File: config.mk
export PLATFORM = sky130hd
export DESIGN_NAME = alu_exec_unit
export DESIGN_NICKNAME = d
export VERILOG_FILES = /design/src/rtl/alu_pkg.sv /design/src/rtl/alu_iter_mul.sv /design/src/rtl/alu_exec_unit.sv
export SDC_FILE = /design/constraint.sdc
export NUM_CORES = 1
export LEC_CHECK = 0
export CAP_MARGIN = 20
export CORE_ASPECT_RATIO = 2
export CORE_UTILIZATION = 61
export DETAILED_ROUTE_END_ITERATION = 8
export MAX_ROUTING_LAYER = met4
export PLACE_DENSITY = 0.86
export SKIP_LAST_GASP = 1
export SLEW_MARGIN = 30
export SYNTH_ARGS = -nofsm -noshare
export SYNTH_HDL_FRONTEND = slang
export SYNTH_SLANG_ARGS = --single-unit
File: constraint.sdc
create_clock -name clk -period 6.06 [get_ports clk]
set_input_delay 0.909 -clock clk [delete_from_list [all_inputs] [get_ports clk]]
set_output_delay 0.909 -clock clk [all_outputs]
set_load 0.01 [all_outputs]
File: src/rtl/alu_pkg.sv
// Shared ALU definitions: operation-code width and encodings, and the
// execution-unit state encoding. Imported by the ALU control decoder and by
// the execution unit so the opcode producer and consumer cannot drift.
package alu_pkg;

   localparam int unsigned ALU_OP_W = 4;

   localparam logic [ALU_OP_W-1:0] OP_ADD   = 4'b0000;
   localparam logic [ALU_OP_W-1:0] OP_SUB   = 4'b0001;
   localparam logic [ALU_OP_W-1:0] OP_AND   = 4'b0010;
   localparam logic [ALU_OP_W-1:0] OP_OR    = 4'b0011;
   localparam logic [ALU_OP_W-1:0] OP_XOR   = 4'b0100;
   localparam logic [ALU_OP_W-1:0] OP_SLL   = 4'b0101;
   localparam logic [ALU_OP_W-1:0] OP_SRL   = 4'b0110;
   localparam logic [ALU_OP_W-1:0] OP_SRA   = 4'b0111;
   localparam logic [ALU_OP_W-1:0] OP_SLT   = 4'b1000;
   localparam logic [ALU_OP_W-1:0] OP_SLTU  = 4'b1001;
   localparam logic [ALU_OP_W-1:0] OP_PASSB = 4'b1010;
   localparam logic [ALU_OP_W-1:0] OP_MUL   = 4'b1100;

   // Handshake FSM states; ST_MUL is only reachable when ALU_MUL_EN is defined.
   typedef enum logic [0:0] {
      ST_IDLE = 1'b0,
      ST_MUL  = 1'b1
   } state_e;

endpackage : alu_pkg

File: src/rtl/alu_iter_mul.sv
// Iterative shift-add multiplier: one multiplier bit per clock, DATA_WIDTH
// iterations, low DATA_WIDTH bits of the product. Compiled only when the
// ALU_MUL_EN macro is defined. product_o/done_o are combinational views of
// the final iteration so the caller can register the result on that edge.
`ifdef ALU_MUL_EN
module alu_iter_mul #(
   parameter int unsigned DATA_WIDTH = 32
) (
   input  logic                  clk,
   input  logic                  reset,
   input  logic                  start_i,
   input  logic                  run_i,
   input  logic [DATA_WIDTH-1:0] a_i,
   input  logic [DATA_WIDTH-1:0] b_i,
   output logic [DATA_WIDTH-1:0] product_o,
   output logic                  done_o
);

   localparam int unsigned CNT_W = $clog2(DATA_WIDTH) + 1;

   logic [DATA_WIDTH-1:0] acc_q, mcand_q, mplier_q;
   logic [DATA_WIDTH-1:0] acc_d;
   logic [CNT_W-1:0]      cnt_q;

   // Accumulator value after this cycle's iteration
   always_comb begin
      acc_d = acc_q;
      if (mplier_q[0]) begin
         acc_d = acc_q + mcand_q;
      end
   end

   assign product_o = acc_d;
   assign done_o    = run_i && (cnt_q == CNT_W'(DATA_WIDTH - 1));

   // Operand latch on start, one shift-add step per running cycle
   always_ff @(posedge clk) begin
      if (reset) begin
         acc_q    <= '0;
         mcand_q  <= '0;
         mplier_q <= '0;
         cnt_q    <= '0;
      end else if (start_i) begin
         acc_q    <= '0;
         mcand_q  <= a_i;
         mplier_q <= b_i;
         cnt_q    <= '0;
      end else if (run_i) begin
         acc_q    <= acc_d;
         mcand_q  <= mcand_q << 1;
         mplier_q <= mplier_q >> 1;
         cnt_q    <= cnt_q + CNT_W'(1);
      end
   end

endmodule : alu_iter_mul
`endif

File: src/rtl/alu_exec_unit.sv
// Execution-stage ALU with valid/ready handshake and registered result,
// zero and illegal flags. Define ALU_MUL_EN to enable the iterative multiply
// (opcode 1100); without it 1100 is treated as an unrecognised code.
module alu_exec_unit
   import alu_pkg::*;
#(
   parameter int unsigned DATA_WIDTH = 32
) (
   input  logic                  clk,
   input  logic                  reset,
   input  logic                  valid_i,
   output logic                  ready_o,
   input  logic [ALU_OP_W-1:0]   alu_operation_i,
   input  logic [DATA_WIDTH-1:0] a_i,
   input  logic [DATA_WIDTH-1:0] b_i,
   output logic                  valid_o,
   output logic [DATA_WIDTH-1:0] result_o,
   output logic                  zero_o,
   output logic                  illegal_o
);

   localparam int unsigned SHAMT_W = $clog2(DATA_WIDTH);

   logic                  valid_q, valid_d;
   logic [DATA_WIDTH-1:0] result_q, result_d;
   logic                  zero_q, zero_d;
   logic                  illegal_q, illegal_d;

   logic [SHAMT_W-1:0]    shamt_c;
   logic [DATA_WIDTH-1:0] alu_res_c;
   logic                  alu_ill_c;

   assign shamt_c = b_i[SHAMT_W-1:0];

   // Single-cycle operation result and opcode legality
   always_comb begin
      alu_res_c = '0;
      alu_ill_c = 1'b0;
      case (alu_operation_i)
         OP_ADD:   alu_res_c = a_i + b_i;
         OP_SUB:   alu_res_c = a_i - b_i;
         OP_AND:   alu_res_c = a_i & b_i;
         OP_OR:    alu_res_c = a_i | b_i;
         OP_XOR:   alu_res_c = a_i ^ b_i;
         OP_SLL:   alu_res_c = a_i << shamt_c;
         OP_SRL:   alu_res_c = a_i >> shamt_c;
         OP_SRA:   alu_res_c = DATA_WIDTH'($signed(a_i) >>> shamt_c);
         OP_SLT:   alu_res_c = DATA_WIDTH'($signed(a_i) < $signed(b_i));
         OP_SLTU:  alu_res_c = DATA_WIDTH'(a_i < b_i);
         OP_PASSB: alu_res_c = b_i;
         default:  alu_ill_c = 1'b1;
      endcase
   end

`ifdef ALU_MUL_EN
   state_e                state_q, state_d;
   logic                  mul_start_c;
   logic                  mul_run_c;
   logic                  mul_done_c;
   logic [DATA_WIDTH-1:0] mul_prod_c;

   assign ready_o   = (state_q == ST_IDLE);
   assign mul_run_c = (state_q == ST_MUL);

   alu_iter_mul #(
      .DATA_WIDTH (DATA_WIDTH)
   ) u_iter_mul (
      .clk       (clk),
      .reset     (reset),
      .start_i   (mul_start_c),
      .run_i     (mul_run_c),
      .a_i       (a_i),
      .b_i       (b_i),
      .product_o (mul_prod_c),
      .done_o    (mul_done_c)
   );

   // FSM state register
   always_ff @(posedge clk) begin
      if (reset) begin
         state_q <= ST_IDLE;
      end else begin
         state_q <= state_d;
      end
   end
`else
   assign ready_o = 1'b1;
`endif

   // Next state, multiply launch and result capture
   always_comb begin
      valid_d   = 1'b0;
      result_d  = result_q;
      zero_d    = zero_q;
      illegal_d = illegal_q;
`ifdef ALU_MUL_EN
      state_d     = state_q;
      mul_start_c = 1'b0;
      case (state_q)
         ST_IDLE: begin
            if (valid_i) begin
               if (alu_operation_i == OP_MUL) begin
                  mul_start_c = 1'b1;
                  state_d     = ST_MUL;
               end else begin
                  valid_d   = 1'b1;
                  result_d  = alu_res_c;
                  zero_d    = (alu_res_c == '0);
                  illegal_d = alu_ill_c;
               end
            end
         end
         ST_MUL: begin
            if (mul_done_c) begin
               valid_d   = 1'b1;
               result_d  = mul_prod_c;
               zero_d    = (mul_prod_c == '0);
               illegal_d = 1'b0;
               state_d   = ST_IDLE;
            end
         end
         default: state_d = ST_IDLE;
      endcase
`else
      if (valid_i) begin
         valid_d   = 1'b1;
         result_d  = alu_res_c;
         zero_d    = (alu_res_c == '0);
         illegal_d = alu_ill_c;
      end
`endif
   end

   // Output registers; reset discards any in-flight result
   always_ff @(posedge clk) begin
      if (reset) begin
         valid_q   <= 1'b0;
         result_q  <= '0;
         zero_q    <= 1'b1;
         illegal_q <= 1'b0;
      end else begin
         valid_q   <= valid_d;
         result_q  <= result_d;
         zero_q    <= zero_d;
         illegal_q <= illegal_d;
      end
   end

   assign valid_o   = valid_q;
   assign result_o  = result_q;
   assign zero_o    = zero_q;
   assign illegal_o = illegal_q;

endmodule : alu_exec_unit

==> results of run 1 <==
-- cells in the mapped netlist (8+ instances only) --
cell type,count
a221oi_1,18
a22oi_1,35
inv_1,100
o21ai_0,97
nand2b_1,18
nor4_1,15
nor2b_1,27
xnor2_1,16
a311oi_1,8
and3_1,13
clkbuf_1,89
or2_2,9
nand2_1,155
nor2_1,145
or4_1,8
and2_1,13
o2111ai_1,10
mux4_2,29
nand3_1,43
nor3_1,47
a211o_1,9
dfxtp_1,35
a21o_1,17
ha_1,101
nand4_1,23
o221ai_1,11
buf_1,13
or3_1,13
mux2_2,25
a21oi_1,107
o31ai_1,13
a211oi_1,58
mux2i_1,65
o22ai_1,18
a31oi_1,24
o211ai_1,39
buf_2,28
-- kinds of logic after synthesis --
logic type | Yosys count | synth area share, %
AND/OR/NAND/NOR | 560 | 24.0
AO/OA/AOI/OAI | 557 | 33.9
buffers and inverters | 239 | 8.77
multiplexers | 121 | 14.3
adder cells (fa/ha/maj) | 103 | 11.5
flip-flops | 35 | 6.16
XOR/XNOR | 18 | 1.39
other | 1 | 0.0330
-- through the flow --
stage | hold slack (ns) | std cells | setup WS [ns]
global placement | 0.451 | 1885 | 0.843
floorplan | 0.486 | 1634 | 1.16
detailed placement | 0.457 | 1885 | 0.824
CTS | 0.465 | 1892 | 1.12
-- metal layers --
layer	GRT usage [%]	overflow
met1	66.8	0
met4	73.1	5
met3	35.4	0
met2	91.4	9
met5	-	-
==> summary.txt, run 1 <==
FF+latch count, synth: 35
DP HPWL: 45500 um
H-tree levels: 2
post_cts resized: 0
total grt overflow: 14
synth unique cells: 88
post-synthesis average cell area: 6.96 um^2
tool error: [ERROR GRT-0116] Global routing finished with congestion. Check the congestion regions in the DRC Viewer.
CTS buffer count: 5
Top FF cell, synth: dfxtp_1
Placed Area: 12600 um^2
Post-synth EDFFs: 0
Initial Util: 62.1%
Synthesis Warnings: 0
Die Y: 195 um
stopping stage: global routing (5_1_grt)
setup bufs post-CTS: 0
io pins: 107
asr flop ratio synth: 0%
post-synthesis cell count: 1634
port bufs: 105
first-pass GRT wire length: 96300 um
status: stopped before the end
gr usage total: 68.2%
Mapped Area: 11400 um^2
Post-CTS Hold Buffers: 0
gpl congestion: 1.25
largest net degree at the start of global routing: 58
sequential element share of the synthesized area: 6.16%
die width: 98.6 um
syn nets: 1808
largest area contributor in the netlist: ha_1
Synth area leaders: ha_1 11%, dfxtp_1 6.2%, mux4_2 5.7%, mux2i_1 5.7%, nand2_1 5.1%
Synth top area share: 11.1%
vias in the first global route: 15400
CTS root buffer: clkbuf_16
clk buf depth: 2
Clock Sinks: 35
site row count: 70
==> run 2, diff against run 1 <==
--- a/config.mk
+++ b/config.mk
@@ -6,11 +6,9 @@
 export NUM_CORES = 1
 export LEC_CHECK = 0
 export CAP_MARGIN = 20
-export CORE_ASPECT_RATIO = 2
-export CORE_UTILIZATION = 61
+export CORE_UTILIZATION = 40
 export DETAILED_ROUTE_END_ITERATION = 8
-export MAX_ROUTING_LAYER = met4
-export PLACE_DENSITY = 0.86
+export PLACE_DENSITY_LB_ADDON = 0.15
 export SKIP_LAST_GASP = 1
 export SLEW_MARGIN = 30
 export SYNTH_ARGS = -nofsm -noshare
==> run 2 against run 1 <==
Effect of this change: the run now ends clean; synthesized area is the same; synthesized cell count is the same.
==> summary.txt, run 2 <==
share of power burned in registers: 15.2%
io pins: 107 (unchanged)
CTS buffer count: 5 (unchanged)
clock network fraction of total power: 15.1%
first-pass GRT wire length: 91000 um
initial antenna violation count: 1
gpl congestion: 1.06 (was 1.25)
synth unique cells: 88 (unchanged)
H-tree levels: 2 (unchanged)
setup bufs post-CTS: 0 (unchanged)
syn nets: 1808 (unchanged)
XOR/XNOR Fraction of Synth Area: 1.39% (unchanged)
Top FF cell, synth: dfxtp_1 (unchanged)
Switching Power: 0.000864 W
total number of vias: 14300
Lkg Pwr: 5.22 nW
clk buf depth: 2 (unchanged)
post_cts resized: 0 (unchanged)
Synth area leaders: ha_1 11%, dfxtp_1 6.2%, mux4_2 5.7%, mux2i_1 5.7%, nand2_1 5.1% (unchanged)
Area Growth Syn to Fin: 14.6%
final wirelength: 62400 um
layout cell share with drive strength beyond 1: 10.5%
CP peak stage delay: 0.61 ns
maxcap violations: 0
most frequent cells in the layout: 155 x nand2_1, 145 x nor2_1, 107 x a21oi_1
Pint: 0.000833 W
Logic pwr share: 69.6%
unrepaired setup endpoints after global routing: false
vias in the first global route: 13400
site row count: 61 (was 70)
PwrDens: 130 nW/um^2
fin crit share: 86.8%
status: complete, no violations (was stopped before the end)
FF+latch count, synth: 35 (unchanged)
DP HPWL: 49500 um (was 45500 um)
largest area contributor in the netlist: ha_1 (unchanged)
CTS tree: built
Hold Crit Class: reg2reg
max-slew violation count: 0
Synth Area in Adders: 11.5% (unchanged)
CP startpoint kind: input port
Post-synth EDFFs: 0 (unchanged)
worst vdd ir: 0.103 mV
largest net degree at the start of global routing: 67
Req. time, crit path: 6.28 ns
top cells by count, synth: 155 x nand2_1, 145 x nor2_1, 107 x a21oi_1, 101 x ha_1, 100 x inv_1 (unchanged)
Least-Margin Pin Slew: 1.16 ns
Synth top area share: 11.1% (unchanged)
CTS root buffer: clkbuf_16 (unchanged)
Die Y: 171 um (was 195 um)
Mapped Area: 11400 um^2 (unchanged)
area share of and/or/nand/nor cells after synthesis: 24.0% (unchanged)
total grt overflow: 0
1st-iter DRT viols: 2134
min Tclk post-route: 5.26 ns
Rel. slew slack: 22.1%
Core ar.: 27900 um^2
ANT nets after route: 0
Switching Share: 50.9%
compound-gate portion of the synthesized area: 33.9% (unchanged)
CP Max Fanout: 6
Synthesis Warnings: 0 (unchanged)
commonest non-fill, non-tap cell in the layout: nand2_1
drc violations: 0
DR pass1 iterations: 6
most frequent cell after synthesis: nand2_1 (unchanged)
Setup crit end kind: flip-flop
Initial Util: 40.8% (was 62.1%)
Clock Sinks: 35 (unchanged)
clock skew: 0 ns
sequential element share of the synthesized area: 6.16% (unchanged)
final net count: 1857
# setup viols final: 0
max FFs per register: 32
post-synthesis cell count: 1634 (unchanged)
largest family of logic cells by synthesized area: compound AO/OA/AOI/OAI gates (unchanged)
crit path cell chain: clkdlybuf4s50_1 > inv_1 > ha_1 > fa_1 > o21ba_2 > or4_1 > a21oi_1 > o21ai_0 > and4_1 > nor4_2 > nand4_1 > nor4_1 > buf_4 > nand4_1 > nor4_1 > a41o_1
die width: 171 um (was 98.6 um)
Via density: 6.92
gr usage total: 42.7%
Worst-Skew Late Latency: 0.28 ns
Max Clk Rate: 190 MHz
port bufs: 105 (unchanged)
critical path type: in2reg
asr flop ratio synth: 0% (unchanged)
Worst Path Arrival: 5.48 ns
Post-CTS Hold Buffers: 0 (unchanged)
Post-Route Setup TNS: 0 ns
wire per inst: 30.3 um
post-synthesis average cell area: 6.96 um^2 (unchanged)
clock transition at the registers of the reported paths: 0.05 ns
Die Area: 29100 um^2
overall power: 0.00170 W
mux share of post-synthesis cell area: 14.3% (unchanged)
Final Hold Viols: 0
fin area: 13000 um^2
Placed Area: 12900 um^2 (was 12600 um^2)
slowest CP cell: clkdlybuf4s50_1
-- run 2: through the flow --
stage | setup slack [ns] | utilization [%] | hold slack (ns) | cells
2_1_floorplan | 1.16 | - | 0.486 | 1634
3_3_place_gp | 0.730 | 46.2 | 0.456 | 2054
3_5_place_dp | 0.659 | 46.2 | 0.456 | 2054
4_1_cts | 0.924 | 46.8 | 0.463 | 2061
5_1_grt | 0.631 | 46.8 | 0.474 | 2061
6_report | 0.801 | 46.8 | 0.464 | 2062
-- run 2: routing by layer --
| metal | GRT usage, % | vias to the layer above | wire length, um |
|---|---|---|---|
| met5 | 0 | - | 0 |
| met4 | 21.3 | 0 | 3520 |
| met3 | 7.80 | 153 | 6740 |
| met2 | 63.4 | 995 | 26000 |
| met1 | 58.7 | 6846 | 26200 |
| li1 | - | 6269 | - |
-- run 2: cells by family (layout without fill, tap and decap cells) --
group	count (synthesis)	count (layout)
DFF	35	35
xor gates and xnor gates	18	18
buffers and inverters	239	288
muxes	121	121
AOI/OAI and AO/OA	557	557
adders and majority gates	103	103
other	1	2
and+or+nand+nor	560	560
-- run 2: critical path, delay by kind of cell --
| family | cells | cell delay [ns] |
|---|---|---|
| fa+ha+maj | 2 | 0.63 |
| buf+inv | 3 | 0.89 |
| compound gates | 4 | 1.11 |
| simple gates | 7 | 1.93 |
-- run 2: final cells by class --
cell class	instances	area (um^2)
tap	378	473
multi-input combinational	1360	9730
antenna	1	2.50
sequential	35	701
clock buffer	6	139
inverter	101	379
clock inverter	1	5.00
timing repair buffer	180	1600
fill	2946	14800
-- run 2: final timing paths --
path	start	to	cells past startpoint	slack (ns)
worst max register to register	zero_o$_SDFFE_PP1P_	zero_o$_SDFFE_PP1P_	2	5.28
worst min register to register	result_o[16]$_SDFFE_PP0P_	result_o[16]$_SDFFE_PP0P_	2	0.46
worst min-delay path	result_o[16]$_SDFFE_PP0P_	result_o[16]$_SDFFE_PP0P_	2	0.46
worst max-delay path	a_i[0]	zero_o$_SDFFE_PP1P_	16	0.80
-- run 2: power groups by stage --
stage          Combinational (W)  Sequential, W  Clock, W
2_1_floorplan           0.000676       0.000271         0
3_3_place_gp             0.00114       0.000263         0
3_5_place_dp             0.00113       0.000263         0
4_1_cts                  0.00114       0.000259  0.000260
5_1_grt                  0.00125       0.000260  0.000269
6_report                 0.00118       0.000258  0.000257
No activity file was read; power rests on OpenSTA's default activity.
==> run 3, diff against run 2 <==
==> constraint.sdc (replaced) <==
create_clock -name clk -period 5.9 [get_ports clk]
set_input_delay 0.885 -clock clk [delete_from_list [all_inputs] [get_ports clk]]
set_output_delay 0.885 -clock clk [all_outputs]
set_load 0.01 [all_outputs]
==> run 3 against run 2 <==
Effect of this change: critical endpoint unchanged; power up 3.1%; hold slack better by 0.0042 ns; setup slack better by 0.041 ns; first-iteration DRC count up 6.2%; combinational power up 3%; sequential power up 3%; sequential share of layout area about the same; global-route usage down 0.40 points; clock power up 4%; register-to-register slack worse by 0.15 ns; highest routed layer is now met5; largest cell class unchanged.
==> summary.txt, run 3 (synthesis results as in run 2) <==
status: complete, no violations (unchanged)
clk buf depth: 2 (unchanged)
1st-iter DRT viols: 2267 (was 2134)
Setup crit end kind: flip-flop (unchanged)
Switching Power: 0.000889 W (was 0.000864 W)
layout cell share with drive strength beyond 1: 11.2% (was 10.5%)
final wirelength: 62000 um (was 62400 um)
hold slack final: 0.468 ns (was 0.464 ns)
# setup viols final: 0 (unchanged)
Max Clk Rate: 198 MHz
min Tclk post-route: 5.06 ns
DR pass1 iterations: 7 (was 6)
CP startpoint kind: input port (unchanged)
gr usage total: 42.3% (was 42.7%)
setup bufs post-CTS: 0 (unchanged)
first-pass GRT wire length: 90500 um (was 91000 um)
Clock Sinks: 35 (unchanged)
drc violations: 0 (unchanged)
Pint: 0.000861 W (was 0.000833 W)
clock transition at the registers of the reported paths: 0.06 ns (was 0.05 ns)
io pins: 107 (unchanged)
Rel. slew slack: 39.0% (was 22.1%)
CP Max Fanout: 38 (was 6)
fin area: 13100 um^2 (was 13000 um^2)
final net count: 1872 (was 1857)
total grt overflow: 0 (unchanged)
initial antenna violation count: 0 (was 1)
worst vdd ir: 0.117 mV (was 0.103 mV)
port bufs: 105 (unchanged)
unrepaired setup endpoints after global routing: false (unchanged)
die width: 171 um (unchanged)
CTS tree: built (unchanged)
maxcap violations: 0 (unchanged)
area of the multi-input gates: 9730 um^2 (about the same)
CTS buffer count: 5 (unchanged)
share of power burned in registers: 15.2% (about the same)
Post-Route Setup TNS: 0 ns (unchanged)
vias in the first global route: 13300 (was 13400)
commonest non-fill, non-tap cell in the layout: nand2_1 (unchanged)
gpl congestion: 1.07 (was 1.06)
critical path type: in2reg (unchanged)
Final Hold Viols: 0 (unchanged)
Worst Path Arrival: 5.28 ns (was 5.48 ns)
CTS root buffer: clkbuf_16 (unchanged)
Initial Util: 40.8% (unchanged)
Least-Margin Pin Slew: 0.910 ns (was 1.16 ns)
Die Area: 29100 um^2 (unchanged)
H-tree levels: 2 (unchanged)
Post-CTS Hold Buffers: 0 (unchanged)
max-slew violation count: 0 (unchanged)
register area: 701 um^2 (unchanged)
Lkg Pwr: 5.28 nW (was 5.22 nW)
clock network fraction of total power: 15.2% (was 15.1%)
Hold Crit Class: reg2reg (unchanged)
Logic pwr share: 69.6% (about the same)
most frequent cells in the layout: 155 x nand2_1, 144 x nor2_1, 107 x a21oi_1 (was 155 x nand2_1, 145 x nor2_1, 107 x a21oi_1)
site row count: 61 (unchanged)
Worst-Skew Late Latency: 0.28 ns (about the same)
Via density: 6.95 (was 6.92)
post_cts resized: 0 (unchanged)
ANT nets after route: 0 (unchanged)
DP HPWL: 49500 um (about the same)
Core ar.: 27900 um^2 (unchanged)
Req. time, crit path: 6.12 ns (was 6.28 ns)
clock skew: 0 ns (unchanged)
Area Growth Syn to Fin: 15.4% (was 14.6%)
total number of vias: 14400 (was 14300)
Die Y: 171 um (unchanged)
wire per inst: 29.9 um (was 30.3 um)
Switching Share: 50.8% (was 50.9%)
Placed Area: 13000 um^2 (was 12900 um^2)
fill count: 2901 (was 2946)
max FFs per register: 32 (unchanged)
PwrDens: 133 nW/um^2 (was 130 nW/um^2)
largest net degree at the start of global routing: 57 (was 67)
fin crit share: 85.7%
[run 3: changes by cell type in the layout (fill, tap and decap cells not counted), sizes merged]
cell,previous run,this run
buf,81,96
[run 3: final cells by class]
cell class	instances	area share [%]
Multi-Input combinational cell	1360	74.1
Tap cell	378	3.60
Sequential cell	35	5.34
Clock buffer	6	1.06
Clock inverter	1	0.0381
Timing Repair Buffer	195	12.9
Antenna cell	1	0.0191
Inverter	101	2.89
[run 3: final timing paths]
check / startpoint / to / slack [ns] / cells past startpoint
worst max-delay path: b_i[0] / zero_o$_SDFFE_PP1P_ / 0.84 / 12
worst min-delay path: illegal_o$_SDFFE_PP0P_ / illegal_o$_SDFFE_PP0P_ / 0.47 / 2
worst max register to register: zero_o$_SDFFE_PP1P_ / zero_o$_SDFFE_PP1P_ / 5.13 / 2
worst min register to register: illegal_o$_SDFFE_PP0P_ / illegal_o$_SDFFE_PP0P_ / 0.47 / 2
[run 3: power groups by stage]
stage / sequential (W) / combinational (W) / clock, W
6_report: 0.000266 / 0.00122 / 0.000266
5_1_grt: 0.000268 / 0.00128 / 0.000281
4_1_cts: 0.000266 / 0.00117 / 0.000271
3_5_place_dp: 0.000271 / 0.00116 / 0
3_3_place_gp: 0.000270 / 0.00117 / 0
2_1_floorplan: 0.000279 / 0.000694 / 0
[run 3: through the flow]
| step | utilization (%) | worst slack, ns | std cells | power [W] |
|---|---|---|---|---|
| floorplan | - | 1.03 | 1634 | 0.000973 |
| global placement | 46.6 | 0.669 | 2069 | 0.00144 |
| detailed placement | 46.6 | 0.689 | 2069 | 0.00143 |
| CTS | 47.1 | 0.961 | 2076 | 0.00171 |
| global route | 47.1 | 0.628 | 2076 | 0.00183 |
| finish | 47.1 | 0.842 | 2077 | 0.00175 |
[run 3: critical path: stages]
cell and delay (ns):
buf_4 0.45, buf_4 0.38, mux2i_1 0.51, mux2_2 0.36, o21ai_0 0.21, a22oi_1 0.45
a31oi_1 0.18, a2111oi_2 0.60, o221ai_1 0.27, or4_1 0.56, nor4_1 0.23, a41o_1 0.19
[run 3: per-layer routing]
| layer | up-vias | part of all wire, % | global-route usage, % |
|---|---|---|---|
| li1 | 6292 | - | - |
| met1 | 6928 | 41 | 56.5 |
| met2 | 1021 | 41 | 62.0 |
| met3 | 191 | 12 | 11.3 |
| met4 | 2 | 6.2 | 21.2 |
| met5 | - | 0.069 | 1.22 |
==> run 4, diff against run 3 <==
--- a/config.mk
+++ b/config.mk
@@ -6,6 +6,7 @@
 export NUM_CORES = 1
 export LEC_CHECK = 0
 export CAP_MARGIN = 20
+export CORE_ASPECT_RATIO = 1.4
 export CORE_UTILIZATION = 40
 export DETAILED_ROUTE_END_ITERATION = 8
 export PLACE_DENSITY_LB_ADDON = 0.15
==> run 4 against run 3 <==
Effect of this change: sequential share of layout area decreased by 0.10 points; largest cell class unchanged; routed wire length increased by 2.0%; critical path depth unchanged; non-clock buffer count increased by 29.
==> summary.txt, run 4 (synthesis results as in run 2) <==
status: complete, no violations (unchanged)
io pins: 107 (unchanged)
Setup crit end kind: flip-flop (unchanged)
Final Hold Viols: 0 (unchanged)
clock skew: 0 ns (unchanged)
Clock Sinks: 35 (unchanged)
Core ar.: 27700 um^2 (was 27900 um^2)
total number of vias: 14700 (was 14400)
Initial Util: 41.0% (was 40.8%)
die width: 145 um (was 171 um)
post_cts resized: 0 (unchanged)
port bufs: 105 (unchanged)
CP peak stage delay: 0.78 ns (was 0.60 ns)
CP Max Fanout: 36 (was 38)
# setup viols final: 0 (unchanged)
Lkg Pwr: 5.45 nW (was 5.28 nW)
most frequent CP cell: buf_4 (unchanged)
H-tree levels: 2 (unchanged)
crit path cell chain: buf_4 > buf_4 > mux4_2 > nand2_1 > o21ai_0 > a22oi_1 > a31oi_1 > a2111oi_2 > o221ai_1 > or4_1 > nor4_1 > a41o_1 (was buf_4 > buf_4 > mux2i_1 > mux2_2 > o21ai_0 > a22oi_1 > a31oi_1 > a2111oi_2 > o221ai_1 > or4_1 > nor4_1 > a41o_1)
vias in the first global route: 13800 (was 13300)
largest net degree at the start of global routing: 68 (was 57)
1st-iter DRT viols: 1977 (was 2267)
most frequent cells in the layout: 155 x nand2_1, 145 x nor2_1, 117 x buf_4 (was 155 x nand2_1, 144 x nor2_1, 107 x a21oi_1)
setup bufs post-CTS: 0 (unchanged)
CTS tree: built (unchanged)
Hold Crit Class: reg2reg (unchanged)
hold slack final: 0.460 ns (was 0.468 ns)
initial antenna violation count: 1 (was 0)
Switching Power: 0.000893 W (was 0.000889 W)
min Tclk post-route: 5.16 ns (was 5.06 ns)
clock transition at the registers of the reported paths: 0.06 ns (about the same)
layout cell share with drive strength beyond 1: 12.8% (was 11.2%)
Least-Margin Pin Slew: 1.03 ns (was 0.910 ns)
Post-CTS Hold Buffers: 0 (unchanged)
Worst-Skew Late Latency: 0.29 ns (was 0.28 ns)
drc violations: 0 (unchanged)
Worst Path Arrival: 5.40 ns (was 5.28 ns)
wire per inst: 30.2 um (was 29.9 um)
unrepaired setup endpoints after global routing: false (unchanged)
Pint: 0.000877 W (was 0.000861 W)
clock network fraction of total power: 14.9% (was 15.2%)
Ant. Diodes: 0 (was 1)
Die Y: 202 um (was 171 um)
CTS root buffer: clkbuf_16 (unchanged)
commonest non-fill, non-tap cell in the layout: nand2_1 (unchanged)
Area Growth Syn to Fin: 17.7% (was 15.4%)
fin crit share: 87.5% (was 85.7%)
DP HPWL: 50900 um (was 49500 um)
CP startpoint kind: input port (unchanged)
total grt overflow: 0 (unchanged)
Switching Share: 50.4% (was 50.8%)
PwrDens: 132 nW/um^2 (was 133 nW/um^2)
max FFs per register: 32 (unchanged)
Req. time, crit path: 6.13 ns (was 6.12 ns)
site row count: 72 (was 61)
CTS buffer count: 5 (unchanged)
clk buf depth: 2 (unchanged)
gpl congestion: 1.10 (was 1.07)
first-pass GRT wire length: 91400 um (was 90500 um)
worst vdd ir: 0.0721 mV (was 0.117 mV)
share of power burned in registers: 15.0% (was 15.2%)
ANT nets after route: 0 (unchanged)
critical path type: in2reg (unchanged)
Buf/Inv on CP: 2 (unchanged)
fill count: 2966 (was 2901)
Via density: 6.99 (was 6.95)
maxcap violations: 0 (unchanged)
Post-Route Setup TNS: 0 ns (unchanged)
Logic pwr share: 70.1% (was 69.6%)
final wirelength: 63200 um (was 62000 um)
CP delay by family, top: compound AO/OA/AOI/OAI gates (unchanged)
final net count: 1901 (was 1872)
Rel. slew slack: 30.8% (was 39.0%)
slowest CP cell: a22oi_1 (was a2111oi_2)
DR pass1 iterations: 6 (was 7)
Die Area: 29100 um^2 (about the same)
max-slew violation count: 0 (unchanged)
gr usage total: 43.2% (was 42.3%)
Max Clk Rate: 194 MHz (was 198 MHz)
-- run 4: changes by cell type in the layout (fill, tap and decap cells not counted), sizes merged --
cell | before | now
diode | 1 | 0
buf | 96 | 125
-- run 4: worst paths after layout --
check	start	endpoint	slack (ns)	cells after the start
max	b_i[0]	zero_o$_SDFFE_PP1P_	0.74	12
min	illegal_o$_SDFFE_PP0P_	illegal_o$_SDFFE_PP0P_	0.46	2
max reg2reg	zero_o$_SDFFE_PP1P_	zero_o$_SDFFE_PP1P_	5.11	2
min reg2reg	illegal_o$_SDFFE_PP0P_	illegal_o$_SDFFE_PP0P_	0.46	2
-- run 4: final cells by class --
| cell class | instances | area (um^2) | share of cell area, % |
|---|---|---|---|
| Tap cell | 370 | 463 | 3.46 |
| Clock inverter | 1 | 5.00 | 0.0374 |
| Inverter | 101 | 379 | 2.83 |
| Multi-Input combinational cell | 1360 | 9740 | 72.8 |
| Clock buffer | 6 | 139 | 1.04 |
| Timing Repair Buffer | 224 | 1950 | 14.6 |
| Sequential cell | 35 | 701 | 5.23 |
-- run 4: tightest hold or removal path, stage by stage, from the launching register on --
cell	delay (ns)
dfxtp_1	0.31
nand2_1	0.06
a21oi_1	0.05
-- run 4: per-layer routing --
metal / vias to the layer above / share of wire, % / global-route usage (%)
li1: 6366 / - / -
met1: 7036 / 36 / 51.2
met2: 978 / 46 / 69.4
met3: 275 / 8.8 / 6.52
met4: 2 / 8.9 / 32.0
met5: - / 0.022 / 0
-- run 4: power by group through the flow --
stage / clock, W / combinational [W] / sequential, W
after floorplan: 0 / 0.000694 / 0.000279
after global placement: 0 / 0.00119 / 0.000269
after detailed placement: 0 / 0.00119 / 0.000270
after CTS: 0.000269 / 0.00120 / 0.000265
after global routing: 0.000277 / 0.00130 / 0.000267
final: 0.000264 / 0.00124 / 0.000265
-- run 4: per-stage QoR --
| stage | power, W | worst slack [ns] | area (um^2) | cells | util [%] |
|---|---|---|---|---|---|
| 2_1_floorplan | 0.000973 | 1.03 | 11400 | 1634 | - |
| 3_5_place_dp | 0.00146 | 0.551 | 13200 | 2090 | 47.7 |
| 3_3_place_gp | 0.00146 | 0.511 | 13200 | 2090 | 47.7 |
| 6_report | 0.00177 | 0.736 | 13400 | 2097 | 48.2 |
| 5_1_grt | 0.00185 | 0.503 | 13400 | 2097 | 48.2 |
| 4_1_cts | 0.00173 | 0.858 | 13400 | 2097 | 48.2 |
